==> src/rtl/alu_pkg.sv <==
// Shared ALU encodings: operation codes, main-control ALU classes and R-type funct values.
// Imported by the ALU control path and the ALU datapath so both agree on every code.
package alu_pkg;

    localparam logic [3:0] ALU_AND  = 4'b0000;
    localparam logic [3:0] ALU_OR   = 4'b0001;
    localparam logic [3:0] ALU_ADD  = 4'b0010;
    localparam logic [3:0] ALU_XOR  = 4'b0011;
    localparam logic [3:0] ALU_SUB  = 4'b0110;
    localparam logic [3:0] ALU_SLT  = 4'b0111;
    localparam logic [3:0] ALU_SLTU = 4'b1000;
    localparam logic [3:0] ALU_NOR  = 4'b1100;

    localparam logic [1:0] OP_LDST   = 2'b00;
    localparam logic [1:0] OP_BRANCH = 2'b01;
    localparam logic [1:0] OP_RTYPE  = 2'b10;
    localparam logic [1:0] OP_RSVD   = 2'b11;

    localparam logic [5:0] FN_ADD  = 6'b100000;
    localparam logic [5:0] FN_ADDU = 6'b100001;
    localparam logic [5:0] FN_SUB  = 6'b100010;
    localparam logic [5:0] FN_SUBU = 6'b100011;
    localparam logic [5:0] FN_AND  = 6'b100100;
    localparam logic [5:0] FN_OR   = 6'b100101;
    localparam logic [5:0] FN_XOR  = 6'b100110;
    localparam logic [5:0] FN_NOR  = 6'b100111;
    localparam logic [5:0] FN_SLT  = 6'b101010;
    localparam logic [5:0] FN_SLTU = 6'b101011;

endpackage

==> src/rtl/alu_decode.sv <==
// Combinational ALU-control decode: main-control class plus funct field to ALU operation code.
// Anything not explicitly recognised, including X inputs, falls into the illegal default.
module alu_decode
    import alu_pkg::*;
#(
    parameter logic [3:0] ILLEGAL_CTRL = 4'b1111
) (
    input  logic [5:0] funct,
    input  logic [1:0] alu_op,
    output logic [3:0] ctrl,
    output logic       illegal
);

    always_comb begin
        ctrl    = ILLEGAL_CTRL;
        illegal = 1'b1;
        case (alu_op)
            OP_LDST: begin
                ctrl    = ALU_ADD;
                illegal = 1'b0;
            end
            OP_BRANCH: begin
                ctrl    = ALU_SUB;
                illegal = 1'b0;
            end
            OP_RTYPE: begin
                illegal = 1'b0;
                case (funct)
                    FN_ADD, FN_ADDU: ctrl = ALU_ADD;
                    FN_SUB, FN_SUBU: ctrl = ALU_SUB;
                    FN_AND:          ctrl = ALU_AND;
                    FN_OR:           ctrl = ALU_OR;
                    FN_XOR:          ctrl = ALU_XOR;
                    FN_NOR:          ctrl = ALU_NOR;
                    FN_SLT:          ctrl = ALU_SLT;
                    FN_SLTU:         ctrl = ALU_SLTU;
                    default: begin
                        ctrl    = ILLEGAL_CTRL;
                        illegal = 1'b1;
                    end
                endcase
            end
            default: begin
                ctrl    = ILLEGAL_CTRL;
                illegal = 1'b1;
            end
        endcase
    end

endmodule

==> src/rtl/alu_control.sv <==
// ALU control unit: one-cycle registered decode of alu_op/funct with a valid flag.
// Idle cycles drop out_valid but keep the last decoded code and illegal flag visible.
module alu_control
    import alu_pkg::*;
#(
    parameter logic [3:0] ILLEGAL_CTRL = 4'b1111
) (
    input  logic       clk,
    input  logic       rst_n,
    input  logic       in_valid,
    input  logic [5:0] funct,
    input  logic [1:0] alu_op,
    output logic [3:0] aluctrl,
    output logic       out_valid,
    output logic       illegal
);

    logic [3:0] w_ctrl;
    logic       w_illegal;

    logic [3:0] r_aluctrl;
    logic       r_out_valid;
    logic       r_illegal;

    alu_decode #(
        .ILLEGAL_CTRL(ILLEGAL_CTRL)
    ) u_decode (
        .funct  (funct),
        .alu_op (alu_op),
        .ctrl   (w_ctrl),
        .illegal(w_illegal)
    );

    always_ff @(posedge clk or negedge rst_n) begin
        if (!rst_n) begin
            r_aluctrl   <= 4'b0000;
            r_out_valid <= 1'b0;
            r_illegal   <= 1'b0;
        end else begin
            r_out_valid <= in_valid;
            if (in_valid) begin
                r_aluctrl <= w_ctrl;
                r_illegal <= w_illegal;
            end
        end
    end

    assign aluctrl   = r_aluctrl;
    assign out_valid = r_out_valid;
    assign illegal   = r_illegal;

endmodule

==> config.mk <==
export PLATFORM = sky130hd
export DESIGN_NAME = alu_control
export DESIGN_NICKNAME = d
export VERILOG_FILES = /design/src/rtl/alu_pkg.sv /design/src/rtl/alu_decode.sv /design/src/rtl/alu_control.sv
export SDC_FILE = /design/constraint.sdc
export NUM_CORES = 1
export LEC_CHECK = 0
export BUFFER_PORTS_ARGS = -buffer_cell sky130_fd_sc_hd__buf_2
export CAP_MARGIN = 20
export CORE_AREA = 2 2 39 41
export CTS_CLUSTER_DIAMETER = 150
export DETAILED_ROUTE_END_ITERATION = 8
export DIE_AREA = 0 0 41 43
export PLACE_DENSITY = 0.51
export SYNTH_ARGS = -nofsm -noshare
export SYNTH_HDL_FRONTEND = slang
export SYNTH_SLANG_ARGS = --single-unit
==> constraint.sdc <==
create_clock -name clk -period 1.2 [get_ports clk]
set_clock_uncertainty 0.15 [all_clocks]
set_input_delay 0 -clock clk [delete_from_list [all_inputs] [get_ports clk]]
set_output_delay 0 -clock clk [all_outputs]
set_load 0.02 [all_outputs]
==> results.toml, run 1 <==
[synthesis]
ys_async_sr_fraction_pct = 100
synth_seq_area_share_pct = 43.6
synthesis.nets = 42
synth_ff_type = "dfrtp_1"
synth.distinct_cells = 22
post_synth.cell_area_avg_um2 = 11.1
netlist.area_leader.share_pct = 43.6
yosys_warnings = 0
synth.largest_area_cell = "dfrtp_1"
synth.most_common_cell = "dfrtp_1"
netlist_top_cells_count = "6 x dfrtp_1, 3 x inv_1, 2 x nand2_1, 2 x o22ai_1"
netlist_instances = 31
ys_seq_elements = 6
synth-edff-count = 0
syn_area_um2 = 344
synth_area_leaders = "dfrtp_1 44%, a211oi_4 5.8%, nand2b_4 4.0%, o22ai_1 3.6%, o22ai_2 3.6%"

[flow_run]
cap_violations = 0

[cts]
cts_buffers = 3
cts-htree-levels = 1
clock_sinks = 6
cts_root_buffer = "clkbuf_4"
cts_tree = "done"
clkLatencyLatePin_ns = 0.24
cts.repair.resized = 0
hold_buffers = 5
path_clk_slew_ns = 0.04
clock_path_buffers = 2
postCtsSetupRepairBufs = 0

[final_layout]
diodes = 0
finish.utilization_pct = 37.6
fin_area_um2 = 520
seq_area_um2 = 150
final_layout_size_suffix_gt1_share_pct = 43.6
syn_to_final_growth_pct = 51.3
fill_cells = 148
final_nets = 68
multiInputGateArea_um2 = 179

[drt]
detail-route-antenna-nets = 0
dr.pass1.iters = 2
drc = 0
num_vias = 316
wirelength_um = 729
drt_iter0_drc = 1
avgRoutedWirePerCell_um = 10.3
viasPerCell = 4.45

[worst_setup_path]
cpPeakStageDelay_ns = 0.52
endpoint = "aluctrl[1]"
worstSetupEndpointType = "register"
r2r_cells = 1
cp_slowest_cell = "dlygate4sd3_1"
path_cells = "dlygate4sd3_1, buf_2, o311ai_0, o22a_1"
r2r_start = "aluctrl[1]"
regToRegSetupSlack_ns = 0.38
worstSetupStartpoint = "in_valid"
cp.arrival_ns = 1.09
worstSetupPathType = "input port to register"
crit_path_start_kind = "input port"
critPathRequiredTime_ns = 1.18
path_max_fanout = 10
timing.rr.end = "aluctrl[1]"

[timing]
setup_violations = 0
hold_viol = 4
tns_ns = 0
period_share_pct = 93.0
slew_viol_final = 0
fin_ws_ns = 0.0838
tightest_slew_ns = 0.369
finalCriticalPeriod_ns = 1.12
rsz0062_at_grt = "false"
holdWs_ns = -0.0619
max_slew_margin_pct = 75.1
clock.fmax_mhz = 896

[status]
outcome = "complete, but fails checks"
violations = "hold timing"

[placed_design]
portBuffers = 16
pre_cts_slack_ns = 0.0344
place_area_um2 = 448
gp_congestion = 0.707

[power_and_ir_drop]
p_comb_share_pct = 24.8
p_switching_mw = 0.146
clkPwrFrac_pct = 33.3
leakage_nw = 0.232
p_seq_share_pct = 41.9
power.density_nw_per_um2 = 1040
p_sw_share_pct = 27.1
ir_drop_mv = 0.336
p_int_mw = 0.394

[die]
ios = 17
start_util_pct = 24.9
core_um2 = 1380
die_height_um = 43
die-area_um2 = 1760
die_x_um = 41
rows = 14

[grt]
antenna_found_initial = 0
grt_pass1_vias = 307
globalRoute.totalOverflow = 0
grt_max_degree = 11
grtUsageTotal_pct = 9.78
grt_pass1_wl_um = 1120

[worst_hold_path]
hp-class = "input port to register"
stage by stage:
| step | std cells | power [mW] |
|---|---|---|
| 6_report | 71 | 0.541 |
| 5_1_grt | 71 | 0.575 |
| 4_1_cts | 71 | 0.554 |
| 3_5_place_dp | 63 | 0.354 |
| 3_3_place_gp | 63 | 0.353 |
| 2_1_floorplan | 31 | 0.298 |
logic make-up (layout without fill, tap and decap cells):
logic type	count (synthesis)	count (layout)	synth area share, %
XOR/XNOR	1	1	2.55
buffers and inverters	4	28	4.36
multiplexers	2	2	6.18
flip-flops	6	6	43.6
AND/OR/NAND/NOR	7	7	14.5
AO/OA/AOI/OAI	11	11	28.7
layer usage:
metal  GRT usage (%)  wire length, um  vias to the layer above
met5               0                0                        -
met1            10.1              321                      140
met2            15.0              374                       10
met4            12.0                0                        0
li1                -                -                      166
met3               0               34                        0
critical path, delay by kind of cell:
| family | cells | cell delay (ns) |
|---|---|---|
| AOI/OAI and AO/OA | 2 | 0.36 |
| buffers and inverters | 2 | 0.73 |
sequential cells by signal, summed over array words and instances, names as in the netlist:
| register | flops |
|---|---|
| aluctrl | 4 |
| illegal | 1 |
| out_valid | 1 |
power by group through the flow:
stage          clock [mW]  sequential, mW  combinational [mW]
2_1_floorplan           0           0.251              0.0471
3_3_place_gp            0           0.229               0.125
3_5_place_dp            0           0.230               0.124
4_1_cts             0.191           0.227               0.136
5_1_grt             0.199           0.228               0.148
6_report            0.180           0.227               0.134
placed cells by master (no fill, tap or decap):
cell            n
nand2b_1        1
nand3b_1        1
o22ai_2         1
dfrtp_1         6
o31ai_1         1
buf_2          16
o22ai_1         2
buf_4           1
clkbuf_4        3
mux2i_1         1
o21ai_0         1
o311a_1         1
o21a_1          1
xnor2_1         1
o22a_1          1
nand2_1         2
o311ai_0        1
mux2_2          1
a31oi_1         1
a211oi_4        1
nor2_1          1
nand4bb_1       1
nand2b_4        1
inv_1           3
dlygate4sd3_1   5
area by class of cell:
type / count / share of cell area, %
Clock buffer: 3 / 4.33
Multi-Input combinational cell: 21 / 34.4
Inverter: 3 / 2.16
Tap cell: 16 / 3.85
Timing Repair Buffer: 22 / 26.4
Sequential cell: 6 / 28.8
worst min path at each step:
stage,start,end,cells past startpoint
2_1_floorplan,rst_n,aluctrl[0],0
3_3_place_gp,rst_n,aluctrl[3],1
3_5_place_dp,rst_n,aluctrl[0],1
4_1_cts,alu_op[0],illegal,3
5_1_grt,alu_op[0],illegal,3
6_report,alu_op[0],illegal,3
(Power assumes the default switching activity.)
==> run 2, diff against run 1 <==
--- a/config.mk
+++ b/config.mk
@@ -11,7 +11,8 @@
 export CTS_CLUSTER_DIAMETER = 150
 export DETAILED_ROUTE_END_ITERATION = 8
 export DIE_AREA = 0 0 41 43
-export PLACE_DENSITY = 0.51
+export GPL_TIMING_DRIVEN = 0
+export PLACE_DENSITY = 0.58
 export SYNTH_ARGS = -nofsm -noshare
 export SYNTH_HDL_FRONTEND = slang
 export SYNTH_SLANG_ARGS = --single-unit
==> run 2 against run 1 <==
The flow still finishes with violations (hold timing). Clock power up 4%. Final cell count unchanged. Sequential cell count unchanged. Total power up 1.5%. Clock-buffer cell count unchanged.
==> results.toml, run 2 (synthesized netlist as in run 1, its figures left out) <==
[die]
die-area_um2 = 1760
rows = 14
start_util_pct = 24.9
core_um2 = 1380
die_x_um = 41
ios = 17
die_height_um = 43

[worst_setup_path]
regToRegSetupSlack_ns = 0.37
timing.rr.end = "aluctrl[3]"
cpPeakStageDelay_ns = 0.70
critPathTopFamily = "buffers and inverters"
worstSetupEndpointType = "asynchronous set/reset pin"
r2r_start = "aluctrl[3]"
crit_top_cell = "dlygate4sd3_1"
cp.arrival_ns = 1.32
r2r_cells = 2
path_cells = "dlygate4sd3_1, buf_2, dlygate4sd3_1"
worstSetupStartpoint = "rst_n"
path_max_fanout = 6
endpoint = "illegal"
worstSetupPathType = "input port to asynchronous set/reset pin"
crit_path_start_kind = "input port"
path_depth = 3
cp_slowest_cell = "dlygate4sd3_1"
worst-path-buf-inv = 3
critPathRequiredTime_ns = 1.46

[timing]
period_share_pct = 88.4
max_slew_margin_pct = 75.0
tns_ns = 0
setup_violations = 0
tightest_slew_ns = 0.375
rsz0062_at_grt = "false"
slew_viol_final = 0
holdWs_ns = -0.0443
hold_viol = 4
fin_ws_ns = 0.139
clock.fmax_mhz = 943
finalCriticalPeriod_ns = 1.06

[placed_design]
gp_congestion = 0.692
dp_hpwl_um = 602
pre_cts_slack_ns = 0.0221
portBuffers = 16
dp_cells = 63

[grt]
grt_pass1_wl_um = 1360
antenna_found_initial = 0
grt_pass1_vias = 345
grtUsageTotal_pct = 11.8
globalRoute.totalOverflow = 0
grt_max_degree = 10

[final_layout]
fill_cells = 146
diodes = 0
final_nets = 68
largest_register_ffs = 4
final-instance-count-excl-fill = 71
final_layout_size_suffix_gt1_share_pct = 41.8
finish.utilization_pct = 37.3
final_cell_mix = "16 x buf_2, 6 x dfrtp_1, 5 x dlygate4sd3_1, 3 x inv_1, 3 x clkbuf_4"
mostFrequentLayoutCell = "buf_2"
seq_area_um2 = 150
multiInputGateArea_um2 = 179
syn_to_final_growth_pct = 50.2

[cts]
hold_buffers = 5
cts_buffers = 3
clock_sinks = 6
clock_path_buffers = 2
cts.repair.resized = 0
postCtsSetupRepairBufs = 0
clkLatencyLatePin_ns = 0.24
cts_root_buffer = "clkbuf_4"
path_clk_slew_ns = 0.04
cts-htree-levels = 1
cts_tree = "done"

[drt]
dr.pass1.iters = 3
avgRoutedWirePerCell_um = 11.4
viasPerCell = 4.63
drc = 0
drt_iter0_drc = 4
num_vias = 329
wirelength_um = 810
detail-route-antenna-nets = 0

[power_and_ir_drop]
ir_drop_mv = 0.236
leakage_nw = 0.229
power.density_nw_per_um2 = 1060

[status]
violations = "hold timing"
outcome = "complete, but fails checks"

[worst_hold_path]
hp-class = "input port to register"
whs_path_depth = 3

[flow_run]
cap_violations = 0
-- run 2: cell count changes in the layout (fill, tap and decap cells not counted), sizes merged --
cell	previous run	this run
buf	17	16
clkbuf	3	4
-- run 2: tightest hold or removal path: cells and delay by family --
kind / cells / cell delay [ns]
buffers and inverters: 1 / 0.12
AO/OA/AOI/OAI: 2 / 0.17
-- run 2: through the flow --
stage,instance area (um^2),hold WS [ns],power [mW]
after global placement,444,-0.321,0.350
after floorplan,344,-0.446,0.298
after detailed placement,444,-0.319,0.352
after CTS,517,-0.0532,0.559
final,517,-0.0443,0.549
after global routing,517,-0.00310,0.580
-- run 2: worst min-delay path by stage --
| stage | end | startpoint | slack (ns) |
|---|---|---|---|
| 2_1_floorplan | aluctrl[0] | rst_n | -0.45 |
| 3_3_place_gp | aluctrl[0] | rst_n | -0.32 |
| 3_5_place_dp | aluctrl[3] | rst_n | -0.32 |
| 4_1_cts | aluctrl[2] | alu_op[0] | -0.05 |
| 5_1_grt | aluctrl[2] | alu_op[0] | -0.003 |
| 6_report | illegal | alu_op[0] | -0.04 |
-- run 2: layout make-up --
type                            instances  share of cell area, %
Clock buffer                            3                   4.36
Inverter                                3                   2.18
Sequential cell                         6                   29.1
Buffer                                  1                  0.726
Tap cell                               16                   3.87
Timing Repair Buffer                   21                   25.2
Multi-Input combinational cell         21                   34.6
-- run 2: routing by layer --
metal	vias up	track usage [%]	routed length [um]
met3	4	1.57	68
met4	0	12.0	31
li1	164	-	-
met2	15	16.9	338
met5	-	0	0
met1	146	13.7	372
-- run 2: report_power, final --
part	switching [mW]	leakage (nW)	internal (mW)
logic	0.0740	0.146	0.0607
registers	0.00714	0.0686	0.219
clock network	0.0745	0.0138	0.113
total	0.156	0.229	0.393
